===== src/rtl/receiving.sv =====
// UART-style receiver: 16x oversampled, 2-flop input synchronizer, mid-bit sampling.
// Reports good characters, sticky framing/overrun errors, and handles read handshakes.
module receiving #(
    parameter int unsigned SAMPLES_PER_BIT = 16,
    parameter int unsigned SAMPLE_POINT    = 7,
    parameter int unsigned DATA_BITS       = 8
) (
    input  logic                 clk,
    input  logic                 reset,
    input  logic                 r_enable,
    input  logic                 serial_in,
    input  logic                 read_ack,
    output logic [DATA_BITS-1:0] data_out,
    output logic                 data_valid,
    output logic                 char_received,
    output logic                 frame_err,
    output logic                 overrun,
    output logic                 busy
);

    localparam int unsigned BIT_W = (DATA_BITS > 1) ? $clog2(DATA_BITS) : 1;
    localparam logic [3:0]       LAST_SAMPLE = 4'(SAMPLES_PER_BIT - 1);
    localparam logic [3:0]       MID_SAMPLE  = 4'(SAMPLE_POINT);
    localparam logic [BIT_W-1:0] LAST_BIT    = BIT_W'(DATA_BITS - 1);

    typedef enum logic [2:0] {
        S_IDLE      = 3'd0,
        S_START     = 3'd1,
        S_DATA      = 3'd2,
        S_STOP      = 3'd3,
        S_WAIT_IDLE = 3'd4
    } state_t;

    state_t               r_state;
    state_t               w_state_n;
    logic                 r_sync1;
    logic                 r_sync2;
    logic [3:0]           r_sample;
    logic [3:0]           w_sample_n;
    logic [BIT_W-1:0]     r_bit;
    logic [BIT_W-1:0]     w_bit_n;
    logic [DATA_BITS-1:0] r_shift;
    logic [DATA_BITS-1:0] w_shift_n;
    logic                 w_rx;
    logic                 w_mid;
    logic                 w_wrap;
    logic [3:0]           w_sample_inc;
    logic                 w_good;
    logic                 w_ferr;

    assign w_rx         = r_sync2;
    assign w_mid        = (r_sample == MID_SAMPLE);
    assign w_wrap       = (r_sample == LAST_SAMPLE);
    assign w_sample_inc = w_wrap ? '0 : r_sample + 4'd1;
    assign busy         = (r_state != S_IDLE);

    always_comb begin
        w_state_n  = r_state;
        w_sample_n = r_sample;
        w_bit_n    = r_bit;
        w_shift_n  = r_shift;
        w_good     = 1'b0;
        w_ferr     = 1'b0;
        case (r_state)
            S_IDLE: begin
                w_sample_n = '0;
                w_bit_n    = '0;
                if (!w_rx && r_enable) w_state_n = S_START;
            end
            S_START: begin
                w_sample_n = w_sample_inc;
                if (w_mid && w_rx) begin
                    w_state_n  = S_IDLE;
                    w_sample_n = '0;
                end else if (w_wrap) begin
                    w_state_n = S_DATA;
                    w_bit_n   = '0;
                end
            end
            S_DATA: begin
                w_sample_n = w_sample_inc;
                if (w_mid) w_shift_n = {w_rx, r_shift[DATA_BITS-1:1]};
                if (w_wrap) begin
                    if (r_bit == LAST_BIT) w_state_n = S_STOP;
                    else                   w_bit_n   = r_bit + 1'b1;
                end
            end
            S_STOP: begin
                w_sample_n = w_sample_inc;
                // Leaving at the stop mid-bit lets an immediately following start edge be caught.
                if (w_mid) begin
                    w_sample_n = '0;
                    if (w_rx) begin
                        w_good    = 1'b1;
                        w_state_n = S_IDLE;
                    end else begin
                        w_ferr    = 1'b1;
                        w_state_n = S_WAIT_IDLE;
                    end
                end
            end
            S_WAIT_IDLE: begin
                w_sample_n = '0;
                if (w_rx) w_state_n = S_IDLE;
            end
            default: begin
                w_state_n  = S_IDLE;
                w_sample_n = '0;
            end
        endcase
    end

    always_ff @(posedge clk) begin
        if (reset) begin
            r_sync1       <= 1'b1;
            r_sync2       <= 1'b1;
            r_state       <= S_IDLE;
            r_sample      <= '0;
            r_bit         <= '0;
            r_shift       <= '0;
            data_out      <= '0;
            data_valid    <= 1'b0;
            char_received <= 1'b0;
            frame_err     <= 1'b0;
            overrun       <= 1'b0;
        end else begin
            r_sync1       <= serial_in;
            r_sync2       <= r_sync1;
            r_state       <= w_state_n;
            r_sample      <= w_sample_n;
            r_bit         <= w_bit_n;
            r_shift       <= w_shift_n;
            char_received <= w_good;
            if (w_good) data_out <= r_shift;
            // A new character wins over a same-edge acknowledge; overrun only without that ack.
            data_valid    <= w_good | (data_valid & ~read_ack);
            overrun       <= (w_good & data_valid & ~read_ack) | (overrun & ~read_ack);
            frame_err     <= w_ferr | (frame_err & ~read_ack);
        end
    end

endmodule


===== config.mk =====
export PLATFORM = sky130hd
export DESIGN_NAME = receiving
export DESIGN_NICKNAME = d
export VERILOG_FILES = /design/src/rtl/receiving.sv
export SDC_FILE = /design/constraint.sdc
export NUM_CORES = 1
export LEC_CHECK = 0
export CAP_MARGIN = 20
export CORE_MARGIN = 5
export CORE_UTILIZATION = 48
export DETAILED_ROUTE_END_ITERATION = 16
export GPL_TIMING_DRIVEN = 1
export PLACE_DENSITY = 0.83
export SYNTH_ARGS = -nofsm -noshare
export SYNTH_HDL_FRONTEND = slang
export SYNTH_SLANG_ARGS = --single-unit

===== constraint.sdc =====
create_clock -name clk -period 1.5 [get_ports clk]
set_input_delay 0.225 -clock clk [delete_from_list [all_inputs] [get_ports clk]]
set_output_delay 0.225 -clock clk [all_outputs]
set_load 0.005 [all_outputs]

* Word-level counts from Yosys, hierarchy flattened *
Index checks and enable logic that the tools add are counted.

word-level totals
  word-level logic and storage cells = 71
  register bits = 32
  output and inout bits = 13

cells by class
  add/sub/neg operators = 2
  bitwise gates (word level) = 9
  reductions and logical operators = 9
  equal/unequal tests = 16
  multiplexer cells = 24

operator list
  cell                 count
  $mux 3               12
  $ne 2x2->1 const B   8
  $pmux 3 s5           1
  $mux 4               3
  $pmux 4 s3           1
  $pmux 3 s3           1
  $eq 3x2->1 const B   2
  $eq 3x3->1 const B   2
  $mux 1               6
  $reduce_and 6->1     1
  $reduce_bool 3->1    2
  $and 1x1->1          5
  $reduce_and 5->1     1
  $add 4x1->4 const B  1
  $eq 4x3->1 const B   1
  $eq 4x4->1 const B   1
  $add 3x1->3 const B  1
  $eq 3x1->1 const B   1
  $logic_not 3->1      1
  $ne 3x3->1 const B   1
  $or 1x1->1           3
  $logic_and 1x1->1    2
  $reduce_and 2->1     1
  $logic_not 1->1      1
  $not 1->1            1

* Longest topological paths before layout *
Gate-level depths: netlist of the first run.

  word-level depth = 6
  mapped depth = 6
  gate-level depth less buffers = 6

* Worst setup path after synthesis of the first run *
Ideal clock, no wire load.

  kind = reg2reg
  start point = register r_sample[0]
  end point = register r_state[1]
  library setup time = 103 ps
  slack = -6 ps
  cell stages (with the launch flop) = 6
  arrival time = 1403 ps
  data required time = 1397 ps
  cell sequence = dfxtp_1 ha_1 a2bb2oi_1 nor4_2 nor3_1 a2111oi_2

between the ends
  longest elaborated chain between the ends = 4

RTL lines
  item                                                                    RTL line  RTL
  from (decl)                                                             38        logic [3:0] r_sample;
  from (signal assigned)                                                  130       r_sample <= w_sample_n;
  $eq 4x3->1                                                              52        assign w_mid = (r_sample == MID_SAMPLE);
  $logic_and 1x1->1                                                       72        if (w_mid && w_rx) begin
  $ne 3x3->1 (no source line) / $mux 3 (equally long branches)            -
  $reduce_and 6->1 (no source line) / $pmux 3 s5 (equally long branches)  -
  to (signal assigned)                                                    129       r_state <= w_state_n;
  to (decl)                                                               34        state_t r_state;

Parallel ways exist; a longest one is shown, timed or not.
A chain may end at the register's enable or synchronous reset.

* Worst setup path in the final report of the first run *
  start point = register r_sample[0]
  end point = register r_sample[0]

between the ends
  longest elaborated chain between the ends = 4

RTL lines
  item                                                RTL line  RTL
  $add 4x1->4, or another cell as far along           54        assign w_sample_inc = w_wrap ? '0 : r_sample + 4'd1;
  $mux 4 / $logic_and 1x1->1 (equally long branches)  54, 72
  $mux 4 (on tied branches)                           91, 72
  $pmux 4 s3 *                                        64        case (r_state)

Every way passes the cells marked *; elsewhere a longest branch is shown, timed or not.

==> flow_metrics.env, run 1 <==
export IMPL_antennaDiodeCount=0
export IMPL_htree_levels=2
export IMPL_cts_buffer_depth=2
export IMPL_violations="setup timing"
export IMPL_place_inst=203
export IMPL_area_growth_syn_to_layout_pct=31.3
export IMPL_min_period_ns=1.51
export IMPL_dp_slack_ns=-0.0665
export IMPL_grt_start_max_net_pins=30
export IMPL_power_total_mw=1.61
export IMPL_status="finished, violations left"
export IMPL_crit_chain="ha_4 -> and4b_1 -> o21ai_1 -> or4b_4 -> nor3_2"
export IMPL_reg2regPathDepth=5
export IMPL_final_cell_mix="dfxtp_1, a21oi_1, clkdlybuf4s50_1, buf_4, nand2_1"
export IMPL_pwr_share_seq_pct=53.6
export IMPL_rr_endpoint="r_sample[0]$_SDFF_PP0_"
export IMPL_clk_pin_slew_worst_paths_ns=0.10
export IMPL_layout_commonest_cell="dfxtp_1"
export IMPL_setup_viol=2
export IMPL_first_global_vias=1154
export IMPL_overflow=0
export IMPL_p_leak_nw=0.718
export IMPL_power_density_mw_per_mm2=886
export IMPL_core_region_area_sq_mm=0.00276
export IMPL_worst_slack_ns=-0.0141
export IMPL_path_delay_family="simple AND/OR/NAND/NOR gates"
export IMPL_cts_hold_buf=0
export IMPL_finalClockSkew_ns=0.00940
export IMPL_drt_total_wl_um=2980
export IMPL_place_area_sq_mm=0.00167
export IMPL_arrival_ns=1.77
export IMPL_end_kind="flip-flop"
export IMPL_crit_type="reg -> reg"
export IMPL_syn_area_per_cell_sq_um=9.27
export IMPL_numPortBuffers=17
export IMPL_die_w_um=63.6
export IMPL_max_cap_violations=0
export IMPL_drt_iter0_markers=35
export IMPL_ff2ff_setup_slack_ns=-0.01
export IMPL_power_switching_mw=0.356
export IMPL_rsz0062_at_grt="yes"
export IMPL_clkSinkCount=32
export IMPL_finalSetupTns_ns=-0.0217
export IMPL_place_congestion=0.787
export IMPL_ys_seq_area_share_pct=46.4
export IMPL_critical_path_slowest_cell="or4b_4"
export IMPL_yosysWarnings=0
export IMPL_start_util_pct=50.1
export IMPL_hold_class="reg -> reg"
export IMPL_crit_path_max_incr_delay_ns=0.50
export IMPL_drive_gt1_share_pct=28.3
export IMPL_wl_per_cell_um=14.1
export IMPL_path_buf_inv=0
export IMPL_ys_flop_type="dfxtp_1"
export IMPL_syn_area_sq_mm=0.00138
export IMPL_fmax_mhz=660
export IMPL_final_cell_area_sq_mm=0.00181
export IMPL_ys_ff_latch=32
export IMPL_p_clk_share_pct=40.2
export IMPL_syn_num_nets=157
export IMPL_min_delay_start="r_sync1$_SDFF_PP1_"
export IMPL_yosysUniqueCellTypes=37
export IMPL_cts_buffers=5
export IMPL_vias=1171
export IMPL_cts_root_buf="clkbuf_4"
export IMPL_insertion_delay_ns=0.33
export IMPL_whs_endpoint="r_sync2$_SDFF_PP1_"
export IMPL_netlist_instances=149
export IMPL_grt_util_all_layers_pct=14.7
export IMPL_worst_slew_pin_slew_ns=0.372
export IMPL_ys_async_sr_fraction_pct=0
export IMPL_startpoint_type="flip-flop"
export IMPL_antenna_found_initial=0
export IMPL_io_pins=18
export IMPL_cts_tree="done"
export IMPL_critPathMaxFanout=6
export IMPL_die_h_um=63.6
export IMPL_whs_path_depth=1
export IMPL_fin_crit_sh_pct=101
export IMPL_nets=187
export IMPL_via_per_inst=5.55
export IMPL_slew_headroom_pct=75.0
export IMPL_first_pass_iters=4
export IMPL_internal_power_mw=1.25
export IMPL_power_frac_comb_pct=6.2
export IMPL_instances_no_fill=211
export IMPL_slew_viol_final=0
export IMPL_finalHoldViolCount=0
export IMPL_ant_nets=0
export IMPL_p_sw_share_pct=22.1
export IMPL_design_die_area_sq_mm=0.00405
export IMPL_cp_num_cells=5
export IMPL_peakVddDrop_uv=932
export IMPL_dp_hpwl_um=1960
export IMPL_reg2reg_from="r_sample[0]$_SDFF_PP0_"
export IMPL_required_ns=1.76
export IMPL_grt_pass1_wl_um=4910
export IMPL_row_count=19
export IMPL_synth_edf_count=0
export IMPL_drc_errors=0
## registers in the layout, indices dropped and copies added (netlist names)
name and flops:
char_received 1, data_out 8, data_valid 1, frame_err 1, overrun 1, r_bit 3, r_sample 4, r_shift 8
r_state 3, r_sync1 1, r_sync2 1
## metrics by stage
step,utilization (%),hold WS (ns)
after floorplan,-,0.301
after global placement,60.4,0.392
after detailed placement,60.4,0.395
after CTS,64.6,0.419
after global routing,65.7,0.438
final,65.7,0.417
## cell usage after synthesis (3+ instances only)
| cell | n | area (sq um) |
|---|---|---|
| a21oi_1 | 18 | 90.1 |
| a2bb2oi_1 | 3 | 26.3 |
| buf_4 | 3 | 22.5 |
| clkbuf_1 | 5 | 18.8 |
| dfxtp_1 | 32 | 641 |
| ha_1 | 3 | 37.5 |
| inv_1 | 4 | 15.0 |
| mux2i_1 | 9 | 90.1 |
| nand2_1 | 14 | 52.6 |
| nand3_1 | 8 | 40.0 |
| nor2_1 | 12 | 45.0 |
| nor3_1 | 3 | 15.0 |
| o21ai_0 | 6 | 30.0 |
## cells by family (layout without fill, tap and decap cells)
group           after synthesis  after routing  synth area share (%)
compound gates               31             31                  13.3
xor+xnor                      1              1                 0.634
fa+ha+maj                     4              4                  3.53
buf+inv                      14             45                  5.25
flops                        32             32                  46.4
mux                           9              9                  6.52
simple gates                 58             58                  24.4
## metal layers
metal | wire length, um | vias up | GRT usage, %
li1 | - | 590 | -
met1 | 1320 | 554 | 17.2
met2 | 1510 | 22 | 25.1
met3 | 108 | 5 | 5.15
met4 | 44 | 0 | 3.90
met5 | 0 | - | 0
## power groups by stage
| stage | clock network [mW] | logic, mW | registers, mW |
|---|---|---|---|
| finish | 0.646 | 0.0994 | 0.861 |
| global route | 0.703 | 0.108 | 0.862 |
| floorplan | 0 | 0.0540 | 0.878 |
| CTS | 0.655 | 0.0957 | 0.860 |
| global placement | 0 | 0.0886 | 0.879 |
| detailed placement | 0 | 0.0915 | 0.880 |
## how the worst max path moves through the flow
stage	from	endpoint	slack (ns)
4_1_cts	r_sample[0]$_SDFF_PP0_	r_sample[0]$_SDFF_PP0_	0.006
3_3_place_gp	r_enable	r_state[0]$_SDFFE_PP0P_	-0.03
6_report	r_sample[0]$_SDFF_PP0_	r_sample[0]$_SDFF_PP0_	-0.01
3_5_place_dp	r_enable	r_state[0]$_SDFFE_PP0P_	-0.07
2_1_floorplan	r_sample[0]$_SDFF_PP0_	r_sample[0]$_SDFF_PP0_	0.0007
5_1_grt	r_sample[0]$_SDFF_PP0_	data_out[1]$_SDFFE_PP0P_	-0.1
## what timing repair did
action,CTS,global route
cloned,0,0
gates resized for setup,13,12
setup buffers,1,0
endpoints found under the setup margin,20,14
pin swaps,3,3
## area by class of cell
| cell class | count | area [sq um] |
|---|---|---|
| Sequential cell | 32 | 649 |
| Clock buffer | 5 | 37.5 |
| Inverter | 4 | 15.0 |
| Tap cell | 31 | 38.8 |
| Timing Repair Buffer | 33 | 302 |
| Fill cell | 224 | 945 |
| Clock inverter | 3 | 42.5 |
| Multi-Input combinational cell | 103 | 728 |
(Power assumes the default switching activity.)
==> run 2, diff against run 1 <==
ABC_AREA = 1   (was unset)
CTS_CLUSTER_DIAMETER = 30   (was unset)
==> flow_metrics.env, run 2 <==
export IMPL_critical_path_slowest_cell="clkdlybuf4s50_1"
export IMPL_required_ns=1.27
export IMPL_ant_nets=0
export IMPL_vias=1171
export IMPL_cts_hold_buf=0
export IMPL_via_per_inst=4.94
export IMPL_syn_num_nets=186
export IMPL_cts_tree="done"
export IMPL_overflow=0
export IMPL_first_global_vias=1099
export IMPL_hold_class="reg -> reg"
export IMPL_crit_path_max_incr_delay_ns=0.52
export IMPL_met3_usage_pct=3.91
export IMPL_ys_seq_area_share_pct=46.6
export IMPL_synth_edf_count=0
export IMPL_htree_levels=2
export IMPL_finalSetupTns_ns=0
export IMPL_ys_ff_latch=32
export IMPL_first_pass_iters=4
export IMPL_max_cap_violations=0
export IMPL_cts_buffer_depth=2
export IMPL_path_delay_family="buffers and inverters"
export IMPL_nets=213
export IMPL_power_density_mw_per_mm2=1410
export IMPL_drc_errors=0
export IMPL_cts_buffers=5
export IMPL_synth_most_common_cell="nor2_1"
export IMPL_start_util_pct=49.8
export IMPL_wl_per_cell_um=11.5
export IMPL_critPathMaxFanout=2
export IMPL_path_buf_inv=1
export IMPL_antenna_found_initial=0
export IMPL_synth_top_area_share_pct=46.6
export IMPL_syn_area_sq_mm=0.00137
export IMPL_core_region_area_sq_mm=0.00276
export IMPL_startpoint_type="flip-flop"
export IMPL_synth_area_leader_cell="dfxtp_1"
export IMPL_use_met1_pct=16.5
export IMPL_grt_busiest_layer="met2"
export IMPL_slew_headroom_pct=59.6
export IMPL_peakVddDrop_uv=1370
export IMPL_io_pins=18
export IMPL_final_cell_mix="nor2_1, dfxtp_1, nand2_1, clkdlybuf4s50_1"
export IMPL_p_leak_nw=0.759
export IMPL_drive_gt1_share_pct=22.8
export IMPL_cts_root_buf="clkbuf_4"
export IMPL_rsz0062_at_grt="yes"
export IMPL_arrival_ns=1.20
export IMPL_status="finished, final reports clean"
export IMPL_dp_hpwl_um=1980
export IMPL_setup_viol=0
export IMPL_die_h_um=63.5
export IMPL_antennaDiodeCount=0
export IMPL_clk_pin_slew_worst_paths_ns=0.10
export IMPL_numPortBuffers=17
export IMPL_finalClockSkew_ns=0.00948
export IMPL_yosysWarnings=0
export IMPL_grt_start_max_net_pins=21
export IMPL_crit_chain="clkdlybuf4s50_1"
export IMPL_crit_type="reg -> out"
export IMPL_grt_use_met2_pct=24.4
export IMPL_insertion_delay_ns=0.33
export IMPL_ff2ff_setup_slack_ns=0.13
export IMPL_largest_registers="data_out (8), r_shift (8), r_sample (4)"
export IMPL_row_count=19
export IMPL_grt_util_all_layers_pct=14.9
export IMPL_drt_iter0_markers=23
export IMPL_yosys_top_cells_area="dfxtp_1, nor2_1, nand2_1"
export IMPL_ys_flop_type="dfxtp_1"
export IMPL_design_die_area_sq_mm=0.00403
export IMPL_slew_viol_final=0
export IMPL_fin_crit_sh_pct=95.2
export IMPL_finalHoldViolCount=0
export IMPL_clkSinkCount=32
export IMPL_fmax_mhz=700
export IMPL_worst_slew_pin_slew_ns=0.605
export IMPL_die_w_um=63.5
export IMPL_yosysUniqueCellTypes=27
export IMPL_grt_pass1_wl_um=4730
export IMPL_netlist_instances=178
export IMPL_end_kind="primary output"
export IMPL_yosys_top_cells_count="nor2_1, dfxtp_1, nand2_1"
export IMPL_layout_commonest_cell="nor2_1"
export IMPL_area_growth_syn_to_layout_pct=24.6
export IMPL_ys_async_sr_fraction_pct=0
export IMPL_drt_total_wl_um=2720
export IMPL_min_period_ns=1.43
export IMPL_syn_area_per_cell_sq_um=7.72
export IMPL_place_congestion=0.891
export IMPL_power_total_mw=2.41
## run 2: cell count changes after synthesis, moves of 4 or more
| cell | delta |
|---|---|
| a21oi_1 | -12 |
| inv_1 | +6 |
| o21ai_2 | +5 |
| inv_2 | +4 |
| mux2i_1 | -9 |
| nor2_1 | +36 |
| nand2_1 | +6 |
| nor2_2 | +4 |
## run 2: path summary, 6_finish.rpt
path                                             start                endpoint  cells past startpoint
worst max register to register  r_sample[0]$_SDFF_PP0_  r_sample[1]$_SDFF_PP0_                      8
worst max-delay path                overrun$_SDFF_PP0_                 overrun                      1
worst min-delay path            r_sample[0]$_SDFF_PP0_  r_sample[0]$_SDFF_PP0_                      1
worst min register to register  r_sample[0]$_SDFF_PP0_  r_sample[0]$_SDFF_PP0_                      1
## run 2: area by class of cell
| type | count | area [sq um] |
|---|---|---|
| fill | 259 | 1050 |
| multi-input combinational | 127 | 664 |
| sequential | 32 | 651 |
| timing repair buffer | 25 | 229 |
| inverter | 14 | 52.6 |
| clock buffer | 6 | 41.3 |
| tap | 31 | 38.8 |
| clock inverter | 2 | 35.0 |
## run 2: through the flow
| stage | hold slack (ns) | utilization, % | setup WS [ns] | instance area [sq um] | instances |
|---|---|---|---|---|---|
| floorplan | 0.295 | - | 0.228 | 1370 | 178 |
| global placement | 0.395 | 57.6 | 0.0613 | 1590 | 226 |
| detailed placement | 0.434 | 57.6 | 0.0163 | 1590 | 226 |
| CTS | 0.448 | 61.6 | 0.00336 | 1700 | 237 |
| global route | 0.444 | 62.1 | -0.0200 | 1710 | 237 |
| finish | 0.427 | 62.1 | 0.0719 | 1710 | 237 |
## run 2: kinds of logic after synthesis
group / after synthesis / share of synthesized area [%]
buf+inv: 19 / 6.10
flops: 32 / 46.6
simple gates: 94 / 30.5
compound gates: 28 / 12.8
fa+ha+maj: 3 / 2.73
xor+xnor: 2 / 1.28
## run 2: where the power goes
part	switching, mW	total [mW]	internal, mW
sequential	0.0513	0.986	0.935
clock	0.289	0.638	0.349
combinational	0.467	0.781	0.314
## run 2: per-layer routing
| layer | vias up | wire length (um) |
|---|---|---|
| met5 | - | 0 |
| met4 | 0 | 87 |
| met3 | 8 | 159 |
| met2 | 26 | 1220 |
| met1 | 507 | 1250 |
| li1 | 630 | - |
## run 2: timing repair
item                       in CTS  in global routing
setup buffers                   3                  0
pin swaps                       1                  0
setup endpoints to repair       1                 15
resized for setup               6                  5
